File: src/rtl/axis_uart_frame_rx.sv
// Frame decoder behind a UART byte stream: SYNC, LEN, payload, XOR checksum.
// Payload is buffered and replayed on an AXI-Stream master only once the checksum matches.
module axis_uart_frame_rx #(
  parameter logic [7:0] SYNC_BYTE      = 8'hA5,
  parameter int         MAX_LEN        = 16,
  parameter int         TIMEOUT_CYCLES = 100000
) (
  input  logic       aclk,
  input  logic       areset,
  input  logic [7:0] s_axis_tdata,
  input  logic       s_axis_tvalid,
  output logic       s_axis_tready,
  output logic [7:0] m_axis_tdata,
  output logic       m_axis_tvalid,
  input  logic       m_axis_tready,
  output logic       m_axis_tlast,
  output logic       frame_ok,
  output logic       frame_err,
  output logic [1:0] err_code,
  output logic [2:0] dbg_state
);
  // Handshake rule on both ports: a byte moves only on a rising edge where
  // tvalid and tready are both high; tdata/tlast are held while tvalid waits.

  typedef enum logic [2:0] {
    S_IDLE    = 3'd0,
    S_LEN     = 3'd1,
    S_PAYLOAD = 3'd2,
    S_CHK     = 3'd3,
    S_SEND    = 3'd4
  } state_e;

  localparam int             TW       = $clog2(TIMEOUT_CYCLES);
  localparam int             IW       = (MAX_LEN > 1) ? $clog2(MAX_LEN) : 1;
  localparam logic [TW-1:0]  TMO_LAST = TW'(TIMEOUT_CYCLES - 1);
  localparam logic [7:0]     MAX_LEN_B = 8'(MAX_LEN);

  state_e        state_q;
  logic [7:0]    len_q;
  logic [7:0]    wr_idx_q;
  logic [7:0]    rd_idx_q;
  logic [7:0]    chk_q;
  logic [TW-1:0] tmo_q;
  logic [7:0]    m_tdata_q;
  logic          m_tvalid_q;
  logic          m_tlast_q;
  logic          frame_ok_q;
  logic          frame_err_q;
  logic [1:0]    err_code_q;

  logic [7:0] buf_mem [MAX_LEN];

  logic s_acc;
  logic timed_state;
  logic timed_out;

  assign s_axis_tready = ~areset & (state_q != S_SEND);
  assign s_acc         = s_axis_tvalid & s_axis_tready;
  assign timed_state   = (state_q == S_LEN) || (state_q == S_PAYLOAD) || (state_q == S_CHK);
  assign timed_out     = timed_state && !s_acc && (tmo_q == TMO_LAST);

  assign m_axis_tdata  = m_tdata_q;
  assign m_axis_tvalid = m_tvalid_q;
  assign m_axis_tlast  = m_tlast_q;
  assign frame_ok      = frame_ok_q;
  assign frame_err     = frame_err_q;
  assign err_code      = err_code_q;
  assign dbg_state     = state_q;

  // Buffer is deliberately left out of reset; it is always rewritten before SEND reads it.
  always_ff @(posedge aclk) begin
    if (state_q == S_PAYLOAD && s_acc) begin
      buf_mem[wr_idx_q[IW-1:0]] <= s_axis_tdata;
    end
  end

  always_ff @(posedge aclk or posedge areset) begin
    if (areset) begin
      state_q     <= S_IDLE;
      len_q       <= '0;
      wr_idx_q    <= '0;
      rd_idx_q    <= '0;
      chk_q       <= '0;
      tmo_q       <= '0;
      m_tdata_q   <= '0;
      m_tvalid_q  <= 1'b0;
      m_tlast_q   <= 1'b0;
      frame_ok_q  <= 1'b0;
      frame_err_q <= 1'b0;
      err_code_q  <= '0;
    end else begin
      frame_ok_q  <= 1'b0;
      frame_err_q <= 1'b0;
      // Any accepted byte (including the one that enters a timed state) restarts the count.
      tmo_q <= (timed_state && !s_acc && !timed_out) ? tmo_q + 1'b1 : '0;

      if (timed_out) begin
        frame_err_q <= 1'b1;
        err_code_q  <= 2'd3;
        state_q     <= S_IDLE;
      end else begin
        case (state_q)
          S_IDLE: begin
            if (s_acc && s_axis_tdata == SYNC_BYTE) state_q <= S_LEN;
          end
          S_LEN: begin
            if (s_acc) begin
              if (s_axis_tdata == 8'd0 || s_axis_tdata > MAX_LEN_B) begin
                frame_err_q <= 1'b1;
                err_code_q  <= 2'd1;
                state_q     <= S_IDLE;
              end else begin
                len_q    <= s_axis_tdata;
                chk_q    <= s_axis_tdata;
                wr_idx_q <= '0;
                state_q  <= S_PAYLOAD;
              end
            end
          end
          S_PAYLOAD: begin
            if (s_acc) begin
              chk_q    <= chk_q ^ s_axis_tdata;
              wr_idx_q <= wr_idx_q + 8'd1;
              if (wr_idx_q == len_q - 8'd1) state_q <= S_CHK;
            end
          end
          S_CHK: begin
            if (s_acc) begin
              if (s_axis_tdata == chk_q) begin
                frame_ok_q <= 1'b1;
                m_tvalid_q <= 1'b1;
                m_tdata_q  <= buf_mem[0];
                m_tlast_q  <= (len_q == 8'd1);
                rd_idx_q   <= 8'd1;
                state_q    <= S_SEND;
              end else begin
                frame_err_q <= 1'b1;
                err_code_q  <= 2'd2;
                state_q     <= S_IDLE;
              end
            end
          end
          S_SEND: begin
            if (m_tvalid_q && m_axis_tready) begin
              if (m_tlast_q) begin
                m_tvalid_q <= 1'b0;
                m_tlast_q  <= 1'b0;
                state_q    <= S_IDLE;
              end else begin
                m_tdata_q <= buf_mem[rd_idx_q[IW-1:0]];
                m_tlast_q <= (rd_idx_q == len_q - 8'd1);
                rd_idx_q  <= rd_idx_q + 8'd1;
              end
            end
          end
          default: state_q <= S_IDLE;
        endcase
      end
    end
  end

endmodule
File: config.mk
export PLATFORM = sky130hd
export DESIGN_NAME = axis_uart_frame_rx
export DESIGN_NICKNAME = d
export VERILOG_FILES = /design/src/rtl/axis_uart_frame_rx.sv
export SDC_FILE = /design/constraint.sdc
export NUM_CORES = 1
export LEC_CHECK = 0
export ABC_AREA = 1
export CAP_MARGIN = 20
export CORE_MARGIN = 2
export CORE_UTILIZATION = 60
export DETAILED_ROUTE_END_ITERATION = 6
export HOLD_SLACK_MARGIN = 0.12
export PLACE_DENSITY = 0.86
export SLEW_MARGIN = 40
export SYNTH_ARGS = -nofsm -noshare
export SYNTH_HDL_FRONTEND = slang
export SYNTH_SLANG_ARGS = --single-unit
export TNS_END_PERCENT = 30
File: constraint.sdc
create_clock -name aclk -period 3.71 [get_ports aclk]
set_input_delay 0.742 -clock aclk [delete_from_list [all_inputs] [get_ports aclk]]
set_output_delay 0.742 -clock aclk [all_outputs]
set_load 0.01 [all_outputs]
==> metrics.csv, run 1 <==
metric,value,unit
worst hold slack,460,ps
Hold/Removal Path Class,register to register,
GRT Overall Usage,0.275,
HPWL after detailed placement,14000,um
Post-CTS Setup Bufs,0,
global-route wire length before repair,34600,um
P_leak,0.00404,uW
hold buffers post-CTS,0,
initial DRC count,838,
crit path cell chain,clkdlybuf4s50_1 > inv_2 > nand2_4 > inv_1 > clkdlybuf4s50_1,
synthesis-stage register bit count,194,
Post-Syn Area,9160,sq um
period utilization,0.716,
worst skew pair latency,440,ps
drt wl/cell,18.4,um
initial core utilization,0.609,
fin nets,991,
register area share after synthesis,0.600,
final hold violations,0,
total negative setup slack,0,ps
commonest register cell after synthesis,edfxtp_1,
CP Max Fanout,2,
routed vias/inst,6.02,
initial antenna violation count,0,
clk slew on worst S/H paths,70,ps
Power Density,411,nW/um^2
Startpoint Class,primary input,
endpoint class of the critical path,output pin,
Die Y,128,um
YS warnings,0,
clock sinks,194,
clk_skew,11.4,ps
Cell variety after synth,46,
diode count,0,
Synth Instances,927,
Die X-Extent,128,um
cell mode on critical path,clkdlybuf4s50_1,
synth top area cells,"edfxtp_1, dfrtp_1, nand2_1, nor2_1, o21ai_0",
cell with the most instances after synthesis,nand2_1,
total CTS buffers,17,
status,completed,
cell taking the most area after synthesis,edfxtp_1,
MaxCap Viol Count,0,
largest net degree at the start of global routing,67,
RSZ-0062 raised after global routing,false,
final WL,21600,um
vias in the first global route,6929,
detailed-route via count,7055,
IO Pins,30,
Post-Syn Nets,947,
Rel. slew slack,0.535,
fmax,376,MHz
quantity of gates resized following cts,0,
CTS tree,done,
DP Area,9740,sq um
CTS H-tree lvls,4,
port bufs,29,
CTS max path bufs,2,
endpoints failing setup,0,
Peak VDD IR,0.000347,V
Die Area,16300,sq um
DRC,0,
post-synth top area share,0.420,
Final Wtd Congestion,0.915,
grt total ovfl,0,
"EDFF count, synth",128,
post-route minimum period,2660,ps
# rows,45,
core area,15000,sq um
Fill cells,1062,
"delay-heaviest family, CP",buffers and inverters,
FF+latch area,5500,sq um
Initial DRT Pass Iterations,6,
data required time at the worst endpoint,2970,ps
area occupied by multi-input gates,3150,sq um
CP max-delay cell,clkdlybuf4s50_1,
design area,10300,sq um
crit path kind,primary input to output pin,
Worst-Margin Slew,697,ps
Mean Syn Cell Area,9.88,sq um
Commonest cells post-synth,"nand2_1, edfxtp_1, nor2_1",
max-slew violation count,0,
root buf cell,clkbuf_16,
asr flop ratio synth,0.340,
WP buf/inv,4,
worst stage delay on the critical path,520,ps
CP Data Arrival Time,1920,ps
Layout Area Growth over Synthesis,13.0,%
share of cells above drive strength 1,0.115,
Final ANT Viol Nets,0,
==> worst reg2reg max path, delay by kind of cell (launching register included) <==
family | cells | cell delay (ps)
buf+inv | 1 | 480
simple gates | 3 | 840
compound gates | 1 | 130
flops | 1 | 780
xor+xnor | 1 | 170
==> logic make-up (layout without fill, tap and decap cells) <==
kind of cell / count (synthesis) / after routing / share of synthesized area
compound gates: 165 / 165 / 0.107
xor+xnor: 21 / 21 / 0.0201
fa+ha+maj: 8 / 8 / 0.0109
buf+inv: 122 / 179 / 0.0559
flops: 194 / 194 / 0.600
mux: 1 / 1 / 0.00246
simple gates: 416 / 416 / 0.204
==> routing by layer <==
metal / up-vias / track usage / wire length (um)
met5: - / 0 / 0
met4: 0 / 0.123 / 795
met3: 72 / 0.0523 / 1880
met2: 375 / 0.470 / 10700
met1: 3357 / 0.344 / 8190
li1: 3251 / - / -
==> sequential cells by signal (all words and copies together) (netlist names) <==
| name | cells |
|---|---|
| tmo_q | 17 |
| err_code | 2 |
| m_axis_tdata | 8 |
| wr_idx_q | 8 |
| m_axis_tvalid | 1 |
| buf_mem | 128 |
| m_axis_tlast | 1 |
| frame_err | 1 |
| frame_ok | 1 |
| len_q | 8 |
| dbg_state | 3 |
| chk_q | 8 |
| rd_idx_q | 8 |
==> cells in the final DEF, fill, tap and decap left out, types with 6 or more instances in the layout <==
cell | netlist | layout
clkdlybuf4s50_1 | 0 | 29
ha_1 | 8 | 8
clkbuf_16 | 0 | 17
inv_1 | 82 | 81
nor3_1 | 14 | 14
o21ai_0 | 87 | 87
or2_2 | 10 | 10
o22ai_1 | 18 | 18
edfxtp_1 | 128 | 128
a21oi_1 | 17 | 17
dfrtp_1 | 66 | 65
o21ai_2 | 15 | 15
nand2_1 | 180 | 180
nor2_1 | 126 | 126
buf_4 | 1 | 30
inv_6 | 0 | 6
nand3_1 | 38 | 38
xor2_1 | 18 | 18
nand4_1 | 23 | 23
o211ai_1 | 15 | 15
==> metrics by stage <==
step                instances  total power (uW)  setup WS [ps]   util
floorplan                 927              2370           10.7      -
global placement         1140              2420            767  0.648
detailed placement       1140              2430            656  0.648
CTS                      1172              4260           1060  0.688
global route             1172              4340            845  0.688
finish                   1172              4250           1050  0.688
==> power breakdown <==
part | total (uW) | switching, uW | internal (uW) | leakage (uW)
logic | 73.0 | 52.9 | 20.1 | 0.00172
registers | 2310 | 0 | 2310 | 0.00202
clock network | 1870 | 872 | 1000 | 0.000301
==> final cells by class <==
class | instances | share of cell area
clock buffers | 19 | 0.0438
clock inverters | 13 | 0.0152
inverters | 87 | 0.0318
multi-input cells | 611 | 0.305
flip-flops and latches | 194 | 0.531
well taps | 188 | 0.0227
repair buffers | 60 | 0.0509
==> worst paths after layout <==
kind                              from  cells past startpoint  slack (ps)               to
max in group asynchronous       areset                      3        2460      rd_idx_q[0]
min                           tmo_q[0]                      1         460         tmo_q[0]
max                             areset                      5        1050    s_axis_tready
max reg2reg                rd_idx_q[2]                      6        1240      rd_idx_q[7]
min reg2reg                   tmo_q[0]                      1         460         tmo_q[0]
min in group asynchronous       areset                      3         820  m_axis_tdata[0]
Note: power is estimated with default switching activity, not from simulation.
==> inputs of run 2 (changes only) <==
- clock period: 3.71 -> 2.45 ns (I/O delays scaled with it)
==> run 2 against run 1 <==
Effect of this change: power up 56%; die area unchanged; global-route usage up 1.2 points.
==> metrics.csv, run 2 (synthesis results as in run 1) <==
metric,value,unit,change
met2 GRT Util,0.467,,-0.00283
port bufs,29,,unchanged
CP Max Fanout,8,,+6
DRC,0,,unchanged
CTS H-tree lvls,4,,unchanged
final WL,22000,um,+1.6%
Layout Area Growth over Synthesis,16.2,%,
period utilization,0.952,,
clock sinks,194,,unchanged
met3 Use GR,0.0657,,+0.0134
clk_skew,10.1,ps,-1.31 ps
Hold/Removal Path Class,register to register,,
endpoint class of the critical path,output pin,,
data required time at the worst endpoint,1960,ps,-1010 ps
design area,10600,sq um,+2.8%
initial core utilization,0.609,,unchanged
diode count,0,,unchanged
clock share of power,0.455,,+0.015
total CTS buffers,17,,unchanged
largest net degree at the start of global routing,69,,+3.0%
most frequent cells in the layout,"nand2_1, edfxtp_1, nor2_1",,
Die Area,16300,sq um,unchanged
Startpoint Class,register,,
Rel. slew slack,0.593,,+0.0576
Initial DRT Pass Iterations,6,,unchanged
# rows,45,,unchanged
share of cells above drive strength 1,0.142,,+0.0274
FF+latch area,5500,sq um,unchanged
Fill cells,1010,,-4.9%
endpoints failing setup,0,,unchanged
grt total ovfl,0,,unchanged
final hold violations,0,,unchanged
Switching Share,0.206,,-0.0114
Die Y,128,um,unchanged
drt wl/cell,18.6,um,+1.0%
Power Density,624,nW/um^2,+52%
sw power,1370,uW,+48%
CP Data Arrival Time,1840,ps,-80 ps
max-slew violation count,0,,unchanged
CTS max path bufs,2,,unchanged
clk slew on worst S/H paths,70,ps,about the same
Die X-Extent,128,um,unchanged
vias in the first global route,6931,,+0.029%
worst skew pair latency,430,ps,about the same
fmax,429,MHz,
met1 Track Usage GR,0.376,,+0.0318
IO Pins,30,,unchanged
fin nets,998,,+0.71%
area occupied by multi-input gates,3290,sq um,+4.4%
Final ANT Viol Nets,0,,unchanged
Post-CTS Setup Bufs,0,,unchanged
post-route minimum period,2330,ps,
Inst Count DP,1147,,+0.61%
CTS tree,done,,
DP Area,9980,sq um,+2.5%
Reg power frac,0.526,,-0.016
GRT Overall Usage,0.288,,+0.0120
core area,15000,sq um,unchanged
Pint,5270,uW,+58%
global-route wire length before repair,35500,um,+2.8%
P_leak,0.00409,uW,+1.2%
status,completed,,
Combinational Power Share,0.019,,+0.002
HPWL after detailed placement,14600,um,+4.2%
root buf cell,clkbuf_16,,
max FFs per register,128,,unchanged
worst hold slack,463,ps,+2.83 ps
grt peak-use layer,met2,,
total negative setup slack,0,ps,unchanged
crit path kind,register to output pin,,
RSZ-0062 raised after global routing,false,,
Worst-Margin Slew,611,ps,-85.6 ps
initial DRC count,938,,+12%
routed vias/inst,5.98,,-0.71%
initial antenna violation count,0,,unchanged
Peak VDD IR,0.000551,V,+59%
MaxCap Viol Count,0,,unchanged
Final Wtd Congestion,0.899,,-1.7%
fin cells,1179,,+0.60%
detailed-route via count,7047,,-0.11%
"most common cell after layout, fill and taps aside",nand2_1,,
## run 2: cell types whose count changed in the layout (fill, tap and decap cells not counted), sizes merged
| cell | before | now |
|---|---|---|
| clkbuf | 19 | 17 |
| clkinv | 4 | 7 |
| inv | 95 | 87 |
| bufinv | 1 | 4 |
| clkinvlp | 0 | 4 |
| buf | 31 | 38 |
## run 2: area by class of cell
type / count / share of cell area
timing repair buffer: 67 / 0.0592
inverter: 87 / 0.0313
sequential: 194 / 0.517
multi-input combinational: 611 / 0.309
tap: 188 / 0.0221
clock buffer: 17 / 0.0400
clock inverter: 15 / 0.0216
## run 2: path summary, 6_finish.rpt
kind                            depth (start not counted)         endpoint  slack, ps         start
min in group asynchronous                               3      rd_idx_q[3]        660        areset
worst min register to register                          1         tmo_q[0]        460      tmo_q[0]
max in group asynchronous                               3         chk_q[3]       1340        areset
worst min-delay path                                    1         tmo_q[0]        460      tmo_q[0]
worst max-delay path                                    5    s_axis_tready        120  dbg_state[0]
worst max register to register                         11  m_axis_tdata[3]        340  dbg_state[2]
## run 2: power groups by stage
stage	registers (uW)	logic (uW)	clock network, uW
5_1_grt	3490	137	3160
2_1_floorplan	3570	29.5	0
4_1_cts	3490	127	3040
3_3_place_gp	3560	125	0
3_5_place_dp	3560	126	0
6_report	3490	126	3020
## run 2: worst max-delay path: stages, from the launching register on
cell	delay, ps
dfrtp_1	460
nor2_4	170
nand2_4	110
nand2_4	120
inv_1	60
clkdlybuf4s50_1	500
## run 2: stage by stage
step	setup slack (ps)	utilization	power (uW)
5_1_grt	36.4	0.708	6790
4_1_cts	76.1	0.707	6660
2_1_floorplan	-99.7	-	3600
6_report	117	0.708	6640
3_3_place_gp	-2.12	0.664	3690
3_5_place_dp	-64.2	0.664	3690
## run 2: timing repair
item	in CTS	in global routing
hold buffers	0	0
resized for setup	0	1
endpoints found under the setup margin	0	1
## run 2: layer usage
metal,share of wire,vias to the layer above
li1,-,3272
met1,0.39,3354
met2,0.49,365
met3,0.092,56
met4,0.028,0
met5,0,-
==> inputs of run 3 (changes only) <==
- ABC_AREA: 1 -> not set
- CORE_UTILIZATION: 60 -> 25
- PLACE_DENSITY: 0.86 -> 0.47
==> run 3 against run 2 <==
Effect of this change: cell count decreased by 0.25%; final area increased by 1.5%; clock skew increased by 8.8 ps; non-clock buffer count increased by 34; critical endpoint is now m_axis_tdata[7]; largest cell class unchanged.
==> metrics.csv, run 3 <==
metric,value,unit,change
status,completed,,
fin nets,722,,-28%
grt total ovfl,0,,unchanged
port bufs,29,,unchanged
post-synth top area share,0.433,,+0.0134
total CTS buffers,17,,unchanged
initial DRC count,447,,-52%
Commonest cells post-synth,"edfxtp_1, dfrtp_1, nor2_1",,
YS warnings,0,,unchanged
synthesis-stage register bit count,194,,unchanged
Mean Syn Cell Area,14.4,sq um,+46%
CP Data Arrival Time,2610,ps,+770 ps
diode count,0,,unchanged
DP Area,10200,sq um,+1.9%
Hold/Removal Path Class,register to register,,
Cell variety after synth,65,,+41%
Final Wtd Congestion,0.749,,-17%
reg-to-reg startpoint,rd_idx_q[0],,
CTS max path bufs,2,,unchanged
cell with the most instances after synthesis,edfxtp_1,,
routed vias/inst,4.45,,-26%
most frequent cells in the layout,"edfxtp_1, buf_4, dfrtp_1",,
RSZ-0062 raised after global routing,false,,
worst skew pair latency,440,ps,about the same
Synth Instances,617,,-33%
share of cells above drive strength 1,0.221,,+0.0787
"EDFF count, synth",128,,unchanged
Post-Syn Area,8870,sq um,-3.1%
P_leak,0.00393,uW,-3.8%
CTS tree,done,,
Die Y,192,um,+51%
Post-CTS Setup Bufs,0,,unchanged
final hold violations,0,,unchanged
clk_skew,18.8,ps,+8.75 ps
MaxCap Viol Count,0,,unchanged
asr flop ratio synth,0.340,,unchanged
HPWL after detailed placement,14300,um,-2.6%
FF-to-FF path depth,6,,-5
largest net degree at the start of global routing,67,,-2.9%
root buf cell,clkbuf_16,,
commonest register cell after synthesis,edfxtp_1,,
fmax,436,MHz,+1.6%
DRC,0,,unchanged
Initial DRT Pass Iterations,5,,-1
drt wl/cell,17.8,um,-4.5%
CTS H-tree lvls,4,,unchanged
setup ws final,154,ps,+37.4 ps
initial core utilization,0.252,,-0.357
core area,35200,sq um,+130%
Reg2Reg Capture Point,m_axis_tdata[7],,
# rows,69,,+53%
initial antenna violation count,0,,unchanged
data required time at the worst endpoint,2760,ps,+800 ps
crit path kind,register to register,,
Peak VDD IR,0.000533,V,-3.3%
vias in the first global route,5457,,-21%
worst hold path endpoint,tmo_q[0],,
beginning of the worst hold path,tmo_q[0],,
synth top area cells,"edfxtp_1, dfrtp_1, mux4_2, mux2i_1, xor2_1",,
Die Area,37000,sq um,+130%
design area,10800,sq um,+1.5%
hold depth,1,,unchanged
Worst-Margin Slew,637,ps,+25.8 ps
cell taking the most area after synthesis,edfxtp_1,,
Layout Area Growth over Synthesis,21.7,%,
global-route wire length before repair,33000,um,-7.2%
endpoint class of the critical path,register,,
"most common cell after layout, fill and taps aside",edfxtp_1,,
Die X-Extent,192,um,+51%
utilization after layout,0.307,,-0.401
Post-Syn Nets,637,,-33%
post-route minimum period,2300,ps,-37.4 ps
IO Pins,30,,unchanged
Rel. slew slack,0.576,,-0.0172
Post-Place Worst Slack,-124,ps,-59.8 ps
R2R setup slack,150,ps,-190 ps
Final ANT Viol Nets,0,,unchanged
CP Max Fanout,12,,+4
period utilization,0.937,,-0.0153
clock sinks,194,,unchanged
final WL,20900,um,-4.7%
register area share after synthesis,0.619,,+0.0192
Power Density,620,nW/um^2,-0.67%
Startpoint Class,register,,
detailed-route via count,5232,,-26%
GRT Overall Usage,0.119,,-0.168
max FFs per register,128,,unchanged
endpoints failing setup,0,,unchanged
clk slew on worst S/H paths,80,ps,about the same
max-slew violation count,0,,unchanged
## run 3: cell types whose count changed after synthesis, sizes merged, moves of 8 or more
cell	change
nand2	-153
nand3	-30
o21ai	-85
nor2	-76
and3	+8
mux4	+32
mux2i	+29
o211ai	-15
or2	-9
inv	-66
xnor2	+8
xor2	+13
nand4	-14
o22ai	-10
## run 3: report_power, final
| group | switching (uW) | internal, uW |
|---|---|---|
| sequential | 10.1 | 3500 |
| combinational | 135 | 100 |
| clock | 1510 | 1430 |
## run 3: kinds of logic after synthesis
family,share of synthesized area
AOI/OAI and AO/OA,0.0605
xor gates and xnor gates,0.0568
adders and majority gates,0.0113
buffers and inverters,0.0296
DFF,0.619
muxes,0.123
and+or+nand+nor,0.0995
## run 3: how the worst max path moves through the flow
stage	startpoint	endpoint	slack (ps)	cells after the start
global route	rd_idx_q[0]	m_axis_tdata[1]	30	6
finish	rd_idx_q[0]	m_axis_tdata[7]	150	6
detailed placement	s_axis_tdata[1]	m_axis_tdata[0]	-120	8
global placement	s_axis_tdata[1]	err_code[0]	-100	8
CTS	dbg_state[2]	s_axis_tready	60	3
floorplan	dbg_state[0]	buf_mem[0][0]	-80	7
## run 3: area by class of cell
class | count | area (sq um)
clock buffer | 17 | 425
clock inverter | 15 | 208
fill | 3542 | 24400
inverter | 20 | 78.8
multi-input combinational | 368 | 3120
sequential | 194 | 5500
tap | 461 | 577
timing repair buffer | 101 | 897
## run 3: timing repair
item	in CTS	in global routing
setup endpoints to repair	0	1
hold buffers	0	0
resized for setup	0	1
## run 3: layer usage
metal,global-route usage,vias up,wire (um)
met1,0.169,2668,10200
met3,0.0178,10,505
met5,0,-,0
met2,0.195,58,10200
met4,0.0229,0,87
li1,-,2496,-
## run 3: worst max-delay path: stages, from the launching register on
cell     delay, ps
dfrtp_2        650
buf_4          310
mux4_2         530
mux2i_1        210
o22ai_1        110
a21oi_1        240
mux2i_1        120
## run 3: stage by stage
| step | total power, uW | hold slack, ps | cells | TNS, ps |
|---|---|---|---|---|
| floorplan | 3680 | 448 | 617 | -1220 |
| global placement | 3820 | 480 | 1144 | -1990 |
| detailed placement | 3820 | 481 | 1144 | -2650 |
| CTS | 6790 | 493 | 1176 | 0 |
| global route | 6940 | 524 | 1176 | 0 |
| finish | 6690 | 494 | 1176 | 0 |
